--- src/rtl/mem_arbiter.sv ---
// Two-requester round-robin arbiter in front of a shared single-port synchronous RAM.
// Each granted access takes IDLE -> ACCESS -> DATA, with a one-cycle ack on return to IDLE.
`timescale 1ns/1ps

module mem_arbiter #(
    parameter int ADDR_W = 15,
    parameter int DATA_W = 16
) (
    input  logic              clk,
    input  logic              rst_n,
    input  logic              c_req,
    input  logic              c_we,
    input  logic [ADDR_W-1:0] c_addr,
    input  logic [DATA_W-1:0] c_wdata,
    output logic              c_ack,
    output logic [DATA_W-1:0] c_rdata,
    input  logic              v_req,
    input  logic              v_we,
    input  logic [ADDR_W-1:0] v_addr,
    input  logic [DATA_W-1:0] v_wdata,
    output logic              v_ack,
    output logic [DATA_W-1:0] v_rdata,
    output logic [ADDR_W-1:0] mem_addr,
    output logic [DATA_W-1:0] mem_din,
    output logic              mem_we,
    input  logic [DATA_W-1:0] mem_dout,
    output logic              busy
);

    typedef enum logic [1:0] {
        IDLE,
        ACCESS,
        DATA
    } state_t;

    localparam logic GRANT_C = 1'b0;
    localparam logic GRANT_V = 1'b1;

    state_t            state_q, state_d;
    logic [ADDR_W-1:0] memAddr_q, memAddr_d;
    logic [DATA_W-1:0] memDin_q, memDin_d;
    logic              memWe_q, memWe_d;
    logic              txnWe_q, txnWe_d;
    logic              owner_q, owner_d;
    logic              lastGrant_q, lastGrant_d;
    logic              cAck_q, cAck_d;
    logic              vAck_q, vAck_d;
    logic [DATA_W-1:0] cRdata_q, cRdata_d;
    logic [DATA_W-1:0] vRdata_q, vRdata_d;

    logic cEligible;
    logic vEligible;
    logic winner;

    // A requester still showing its ack this cycle is finishing, not asking again.
    assign cEligible = c_req & ~cAck_q;
    assign vEligible = v_req & ~vAck_q;
    assign winner    = (cEligible & vEligible) ? ~lastGrant_q : vEligible;

    always_comb begin
        state_d     = state_q;
        memAddr_d   = memAddr_q;
        memDin_d    = memDin_q;
        memWe_d     = 1'b0;
        txnWe_d     = txnWe_q;
        owner_d     = owner_q;
        lastGrant_d = lastGrant_q;
        cAck_d      = 1'b0;
        vAck_d      = 1'b0;
        cRdata_d    = cRdata_q;
        vRdata_d    = vRdata_q;

        case (state_q)
            IDLE: begin
                if (cEligible | vEligible) begin
                    state_d   = ACCESS;
                    owner_d   = winner;
                    memAddr_d = (winner == GRANT_V) ? v_addr  : c_addr;
                    memDin_d  = (winner == GRANT_V) ? v_wdata : c_wdata;
                    memWe_d   = (winner == GRANT_V) ? v_we    : c_we;
                    txnWe_d   = (winner == GRANT_V) ? v_we    : c_we;
                end
            end
            ACCESS: begin
                state_d = DATA;
            end
            DATA: begin
                state_d     = IDLE;
                lastGrant_d = owner_q;
                if (owner_q == GRANT_V) begin
                    vAck_d = 1'b1;
                    if (!txnWe_q) begin
                        vRdata_d = mem_dout;
                    end
                end else begin
                    cAck_d = 1'b1;
                    if (!txnWe_q) begin
                        cRdata_d = mem_dout;
                    end
                end
            end
            default: begin
                state_d = IDLE;
            end
        endcase
    end

    // Reset clears everything, including a write pulse already on the RAM port.
    always_ff @(posedge clk or negedge rst_n) begin
        if (!rst_n) begin
            state_q     <= IDLE;
            memAddr_q   <= '0;
            memDin_q    <= '0;
            memWe_q     <= 1'b0;
            txnWe_q     <= 1'b0;
            owner_q     <= GRANT_C;
            lastGrant_q <= GRANT_V;
            cAck_q      <= 1'b0;
            vAck_q      <= 1'b0;
            cRdata_q    <= '0;
            vRdata_q    <= '0;
        end else begin
            state_q     <= state_d;
            memAddr_q   <= memAddr_d;
            memDin_q    <= memDin_d;
            memWe_q     <= memWe_d;
            txnWe_q     <= txnWe_d;
            owner_q     <= owner_d;
            lastGrant_q <= lastGrant_d;
            cAck_q      <= cAck_d;
            vAck_q      <= vAck_d;
            cRdata_q    <= cRdata_d;
            vRdata_q    <= vRdata_d;
        end
    end

    assign mem_addr = memAddr_q;
    assign mem_din  = memDin_q;
    assign mem_we   = memWe_q;
    assign c_ack    = cAck_q;
    assign v_ack    = vAck_q;
    assign c_rdata  = cRdata_q;
    assign v_rdata  = vRdata_q;
    assign busy     = (state_q != IDLE);

endmodule
--- config.mk ---
export PLATFORM = sky130hd
export DESIGN_NAME = mem_arbiter
export DESIGN_NICKNAME = d
export VERILOG_FILES = /design/src/rtl/mem_arbiter.sv
export SDC_FILE = /design/constraint.sdc
export NUM_CORES = 1
export LEC_CHECK = 0
export BUFFER_PORTS_ARGS = -buffer_cell sky130_fd_sc_hd__buf_4
export CAP_MARGIN = 20
export CORE_UTILIZATION = 37
export DETAILED_ROUTE_END_ITERATION = 8
export GPL_ROUTABILITY_DRIVEN = 0
export PLACE_DENSITY = 0.67
export SYNTH_ARGS = -nofsm -noshare
export SYNTH_HDL_FRONTEND = slang
export SYNTH_SLANG_ARGS = --single-unit
--- constraint.sdc ---
create_clock -name clk -period 1.49 [get_ports clk]
set_input_delay 0.149 -clock clk [delete_from_list [all_inputs] [get_ports clk]]
set_output_delay 0.149 -clock clk [all_outputs]
set_load 0.02 [all_outputs]
# Yosys cells after proc, flatten, opt, wreduce, memory -nomap -nowiden
# Index checks and enable logic that the tools add are counted.
[word_totals] regBits=71 latch_bits=0 ram_bits=0 rom_bits=0 inputBits=84 out_inout_bits=67 elab_cells=40 n_memories=0
[op_classes] add_sub_neg=0 multipliers=0 div_mod_pow=0 order_cmp=0 eq_ne=3 shift=0 mux=12 n_bitwise=9 reduce_logical=5
[ops] cell="two-way mux 16 bit" n=1
[ops] cell="two-way mux 15 bit" n=1
[ops] cell="two-way mux 1 bit" n=8
[ops] cell="AND reduction 3 bit" n=2
[ops] cell="NOT 1 bit" n=5
[ops] cell="one-hot mux 2 bit (2 select lines)" n=1
[ops] cell="bitwise AND 1 bit" n=3
[ops] cell="equality test 2 x 1 -> 1 bit, second input constant" n=1
[ops] cell="equality test 2 bit, second input constant" n=1
[ops] cell="logical NOT 2 bit" n=1
[ops] cell="two-way mux 2 bit" n=1
[ops] cell="inequality test 2 bit, second input constant" n=1
[ops] cell="AND reduction 2 bit" n=1
[ops] cell="nonzero test 2 bit" n=1
[ops] cell="bitwise OR 1 bit" n=1

# Logic depth before layout (Yosys ltp)
# Gate-level depths: netlist (run 1).
[depth] depth_word=7 depth_mapped=5 ltp_nobuf=3

# Worst setup path after synthesis (run 1)
# OpenSTA, ideal clock, no wires.
[synth_timing] path_kind="flip-flop to flip-flop" startpoint="register vAck_q, in the netlist v_ack" endpoint="register memAddr_q[0], in the netlist mem_addr[0]" setup_time_ns=0.131 t_arrival_ns=1.372 t_required_ns=1.359 slack_ns=-0.013 stages_incl_launch_ff=6 n_path_buf=2 synth_period_minus_slack_ns=1.503 cell_sequence="dfrtp_1 -> nand2b_1 -> buf_6 -> buf_2 -> a221oi_1 -> a2bb2oi_2"
[synth_between] elab_chain_len=5 elab_cells_between_ends=7 classes_between="2 x mux; 4 x bitwise; 1 x reduce/logical"
[synth_lines] item="start, declared" line_no="47" text="logic vAck_q, vAck_d;"
[synth_lines] item="start signal, assigned" line_no="131" text="vAck_q <= vAck_d;"
[synth_lines] item="NOT 1 bit *" line_no="57" text="assign vEligible = v_req & ~vAck_q;"
[synth_lines] item="bitwise AND 1 bit *" line_no="57"
[synth_lines] item="bitwise AND 1 bit" line_no="58" text="assign winner = (cEligible & vEligible) ? ~lastGrant_q : vEligible;"
[synth_lines] item="two-way mux 1 bit" line_no="58"
[synth_lines] item="two-way mux 15 bit" line_no="78" text="memAddr_d = (winner == GRANT_V) ? v_addr : c_addr;"
[synth_lines] item="end signal, assigned" line_no="124" text="memAddr_q <= memAddr_d;"
[synth_lines] item="end, declared" line_no="40" text="logic [ADDR_W-1:0] memAddr_q, memAddr_d;"
# Mark *: on every way between the ends. The rest lies on a longest branch, timed or not.
# A chain may end at the register's enable or synchronous reset.

# Worst setup path in the final report (run 1)
[layout_timing] startpoint="register vAck_q, in the netlist v_ack" endpoint="register memDin_q[8], in the netlist mem_din[8]"
[layout_between] elab_chain_len=5 elab_cells_between_ends=7 classes_between="2 x mux; 4 x bitwise; 1 x reduce/logical"
[layout_lines] item="NOT 1 bit *" line_no="57"
[layout_lines] item="bitwise AND 1 bit *" line_no="57"
[layout_lines] item="bitwise AND 1 bit" line_no="58"
[layout_lines] item="two-way mux 1 bit" line_no="58"
[layout_lines] item="two-way mux 16 bit" line_no="79" text="memDin_d = (winner == GRANT_V) ? v_wdata : c_wdata;"
[layout_lines] item="end signal, assigned" line_no="125" text="memDin_q <= memDin_d;"
[layout_lines] item="end, declared" line_no="41" text="logic [DATA_W-1:0] memDin_q, memDin_d;"
# Marks and branches as above.

==> results of run 1 <==
[state kept, by name, summed over array words and instances, names as in the netlist]
signal,count
c_ack,1
c_rdata,16
lastGrant_q,1
mem_addr,15
mem_din,16
mem_we,1
owner_q,1
state_q,2
txnWe_q,1
v_ack,1
v_rdata,16
[critical path, cell delays in order, from the launching register on]
cell	delay, ns
dfrtp_2	0.42
nand2b_2	0.24
buf_4	0.23
a221oi_1	0.37
a2bb2oi_2	0.09
[layout make-up]
class | instances | area, um2
clock buffers | 10 | 137.6
clock inverters | 6 | 91.34
fillers | 854 | 3926
inverters | 1 | 3.754
multi-input cells | 177 | 1793
flip-flops and latches | 71 | 1779
well taps | 129 | 161.4
repair buffers | 179 | 1479
[path summary, 6_finish.rpt]
| kind | from | endpoint | slack [ns] | depth (start not counted) |
|---|---|---|---|---|
| max | v_ack$_DFF_PN0_ | mem_din[8]$_DFFE_PN0P_ | 0.02 | 4 |
| min | mem_dout[12] | v_rdata[12]$_DFFE_PN0P_ | 0.03 | 2 |
| max reg2reg | v_ack$_DFF_PN0_ | mem_din[8]$_DFFE_PN0P_ | 0.02 | 4 |
| min reg2reg | v_rdata[13]$_DFFE_PN0P_ | v_rdata[13]$_DFFE_PN0P_ | 0.49 | 1 |
| max in group asynchronous | rst_n | mem_addr[9]$_DFFE_PN0P_ | 0.65 | 3 |
| min in group asynchronous | rst_n | v_rdata[12]$_DFFE_PN0P_ | 0.25 | 2 |
[where the power goes]
group	switching, mW	total (mW)	internal (mW)
logic	3.20	6.69	3.48
registers	0.646	3.54	2.89
clock network	0.736	1.74	1.00
[per-stage QoR]
stage	setup WS, ns	power, mW
2_1_floorplan	0.02231	7.413
3_3_place_gp	0.03152	9.742
3_5_place_dp	0.005083	9.887
4_1_cts	0.01637	11.78
5_1_grt	-0.04108	12.63
6_report	0.01856	11.96
[cells by family after synthesis]
group,after synthesis
AO/OA/AOI/OAI,100
buffers and inverters,33
flip-flops,71
multiplexers,32
AND/OR/NAND/NOR,45
[layer usage]
layer / share of wire / wire [um] / vias up / track usage
met3: 0.058 / 563 / 9 / 0.04141
met5: 0 / 0 / - / 0
met2: 0.49 / 4718 / 119 / 0.3187
met1: 0.44 / 4296 / 1519 / 0.2520
li1: - / - / 1408 / -
met4: 0.0090 / 87 / 0 / 0.05128
[cells in the final DEF (no fill, tap or decap), drive strengths merged]
cell | synthesis | final
a221oi | 32 | 32
or3 | 1 | 1
and3b | 33 | 33
clkinv | 0 | 2
nor3 | 2 | 2
dlygate4sd3 | 0 | 1
clkbuf | 20 | 10
dfrtp | 70 | 70
a21boi | 1 | 1
a21oi | 1 | 1
or2 | 1 | 1
o21ai | 33 | 33
nand2 | 1 | 1
inv | 1 | 3
buf | 12 | 178
a21o | 1 | 1
and2b | 1 | 1
a2bb2oi | 32 | 32
bufinv | 0 | 2
mux2 | 32 | 32
dfstp | 1 | 1
nand2b | 3 | 3
nand3b | 1 | 1
nor2 | 2 | 2
[repair_timing]
action	4_1_cts	5_1_grt
setup buffers	2	3
endpoints found under the setup margin	4	32
hold buffers	1	0
pin swaps	1	0
endpoints found under the hold margin	28	0
gates resized for setup	3	20
==> run metrics, run 1 <==
initial antenna violation count=0; largest family of logic cells by synthesized area=compound AO/OA/AOI/OAI gates; simple-gate share of the synthesized area=0.1063; Hold Path Class=input port to register; register area share after synthesis=0.4890; CTS buffer count=9; Final Skew=0.01171 ns; Max Slew Vio Count=0; Slew HR=0.7873; layout cell share with drive strength beyond 1=0.6036; most common cell in the netlist=dfrtp_1; Detailed Route Iter0 Violations=76; Max-Cap Viols=0; crit path DAT=1.69 ns; Power Density=2197 nW/um2; Syn Area/Cell=12.94 um2; Final Cell Area=5445 um2; Post-synth top cells=dfrtp_1 (70), and3b_1 (33), o21ai_0 (33), a221oi_1 (32), a2bb2oi_2 (28); core footprint=9371 um2; GRT Overall Usage=0.1911; Row Count=35; area share of the leading cell type in the synthesized netlist=0.4818; fin cells=573; dpl hpwl=6993 um; compound-gate portion of the synthesized area=0.2564; prevailing post-synth register cell=dfrtp_1; post-synthesis xor/xnor area fraction=0; fmax=679.6 MHz; setup TNS=0 ns; Fin. Hold Viols=0; Nets=523; Worst Setup Path Type=register to register; Area Growth Syn to Fin=49.76%; syn nets=365; maximum vdd ir drop=0.9681 mV; number of global-route vias before repair=3048; First-pass DRT Iterations=4; YS warnings=0; post-synth top area cell=dfrtp_1; adder-cell share of the synthesized area=0; TritonCTS clock tree=built; Netlist cell types=26; PortBufs=150; Initial Util=0.3880; Top Ports=151; Slew @ Worst Pin=0.3190 ns; aggregate global routing overflow=0; Inserted Diodes=0; top cells by area, synth=dfrtp_1 (48%), a2bb2oi_2 (12%), and3b_1 (7.9%); Leakage=2.498 nW; Die X=101.1 um; Max Buffers Root-to-Sink=2; fin util=0.5810; # H-tree levels=3; Clock Root Buffer=clkbuf_8; largest net degree at the start of global routing=46; Async SR Flop Fraction=1.000; final critical-path required period=1.471 ns; Mapped Cells=281; # setup viols final=0; Startpoint Class=register; Min Hold Slack=0.03392 ns; Die Area=10230 um2; CP Capture Type=register; clk slew on worst S/H paths=0.08 ns; EDFF count, synth=0; DR WL/cell=16.87 um; Routed WL=9667 um; status=finished, final reports clean; DP Cell Count=551; worst skew pair latency=0.34 ns; crit path max fanout=20; unrepaired setup endpoints after global routing=true; Tcrit/Tclk final=0.9875; CTS sink count=71; first-pass GRT wire length=15050 um; mapped cell area=3636 um2; ANT nets after route=0; Worst EP required=1.71 ns; vias per cell=5.332; DRC violations left=0; synthesized flop and latch total=71; vias=3055; DIE HEIGHT=101.1 um; multiplexer share of the synthesized area=0.09911; DP Area=5037 um2
(Power assumes the default switching activity.)
==> run 2: changes to the inputs <==
Settings changed: CORE_MARGIN from default to 2.
==> run metrics, run 2 (synthesized netlist as in run 1, its figures left out) <==
setup ws final=0.03404 ns; Tcrit/Tclk final=0.9772; DR WL/cell=16.81 um; Startpoint Class=register; clk slew on worst S/H paths=0.08 ns; CTS sink count=71; crit path DAT=1.31 ns; status=finished, final reports clean; Area Growth Syn to Fin=47.76%; Final Cell Area=5373 um2; Slew HR=0.7924; # setup viols final=0; ANT nets after route=0; reg2reg setup slack=0.07 ns; DIE HEIGHT=103.1 um; Fin. Hold Viols=0; fin util=0.5574; Row Count=36; Die X=103.1 um; First-pass DRT Iterations=4; PortBufs=150; GRT Overall Usage=0.1802; Slew @ Worst Pin=0.3113 ns; worst hold stages=2; dpl hpwl=6972 um; unrepaired setup endpoints after global routing=true; Detailed Route Iter0 Violations=81; vias=3062; vias per cell=5.307; fmax=686.8 MHz; DP Area=5007 um2; Worst Setup Path Type=register to output pin; initial antenna violation count=0; met2 Use GR=0.2842; first-pass GRT wire length=14920 um; CP Capture Type=output pin; Top Ports=151; worst path cell trace=or2_4 > buf_8 > buf_6; Clock Root Buffer=clkbuf_8; Max Slew Vio Count=0; RR Endpoint=mem_din[6]$_DFFE_PN0P_; Max Buffers Root-to-Sink=2; setup TNS=0 ns; DRC violations left=0; aggregate global routing overflow=0; Final Skew=0.007206 ns; global routing usage on met3=0.03729; Inserted Diodes=0; worst skew pair latency=0.34 ns; met1 Usage GRT=0.2437; Nets=523; core footprint=9639 um2; Leakage=2.459 nW; most common cell after layout, fill and taps aside=buf_4; CTS buffer count=9; HP Start=mem_dout[13]; Worst EP required=1.34 ns; slowest cell on the critical path=dfrtp_1; # H-tree levels=3; Initial Util=0.3772; FILL cells=861; number of global-route vias before repair=2993; Crit path largest cell delay=0.40 ns; Routed WL=9701 um; Most Used Layer, Global Route=met2; RR Startpoint=c_ack$_DFF_PN0_; Die Area=10640 um2; reg2reg path depth=4; maximum vdd ir drop=0.9352 mV; TritonCTS clock tree=built; layout cell share with drive strength beyond 1=0.5991; worst-case hold path end point=v_rdata[13]$_DFFE_PN0P_; Power Density=2151 nW/um2; crit path max fanout=5; largest net degree at the start of global routing=40; most frequent cells in the layout=buf_4 (168), dfrtp_1 (69), and3b_1 (33), o21ai_0 (32), a2bb2oi_2 (28); Max-Cap Viols=0; Post-Place Setup Slack=-0.02811 ns; Hold Path Class=input port to register; final critical-path required period=1.456 ns
-- run 2: cell types whose count changed in the layout (fill, tap and decap cells not counted), sizes merged --
cell	previous run	this run
buf	178	177
bufinv	2	0
clkinvlp	0	3
clkbuf	10	12
inv	3	1
-- run 2: worst max-delay path by stage --
stage / from / to / slack, ns / cells past startpoint
2_1_floorplan: v_ack$_DFF_PN0_ / mem_addr[0]$_DFFE_PN0P_ / 0.02 / 5
3_3_place_gp: state_q[1]$_DFFE_PN0P_ / mem_addr[4]$_DFFE_PN0P_ / 0.07 / 4
3_5_place_dp: v_ack$_DFF_PN0_ / mem_we$_DFF_PN0_ / -0.03 / 4
4_1_cts: state_q[0]$_DFFE_PN0P_ / busy / 0.006 / 3
5_1_grt: state_q[1]$_DFFE_PN0P_ / busy / -0.01 / 3
6_report: state_q[1]$_DFFE_PN0P_ / busy / 0.03 / 3
-- run 2: routing by layer --
layer  up-vias  routed length [um]
met1      1511                4214
met2       120                4556
li1       1412                   -
met3        19                 735
met5         -                   0
met4         0                 195
-- run 2: per-stage QoR --
stage          hold slack, ns  instances  total power [mW]
6_report              0.03122        577             11.56
5_1_grt               0.01453        577             12.23
4_1_cts               0.01333        572             11.27
3_5_place_dp          0.03276        555             9.808
3_3_place_gp          0.03095        555             9.670
2_1_floorplan         -0.1466        281             7.413
-- run 2: critical path: cells and delay by family (launching register included) --
family	cells	cell delay [ns]
buffers and inverters	2	0.26
DFF	1	0.40
and+or+nand+nor	1	0.30
-- run 2: cell type report --
class / count / area, um2 / share of cell area
sequential: 71 / 1779 / 0.3312
tap: 133 / 166.4 / 0.03097
clock inverter: 5 / 32.53 / 0.006055
multi-input combinational: 177 / 1785 / 0.3323
clock buffer: 11 / 151.4 / 0.02818
inverter: 1 / 3.754 / 0.0006986
timing repair buffer: 179 / 1454 / 0.2706
-- run 2: repair_timing --
action	CTS	global route
gates cloned	0	1
buffers inserted	0	4
hold buffers	1	0
setup endpoints to repair	2	22
resized for setup	3	19
pin swaps	1	1
hold endpoints to repair	51	0
-- run 2: power by group --
| group | switching (mW) | internal (mW) |
|---|---|---|
| registers | 0.636 | 2.89 |
| logic | 3.20 | 3.41 |
| clock network | 0.736 | 0.689 |
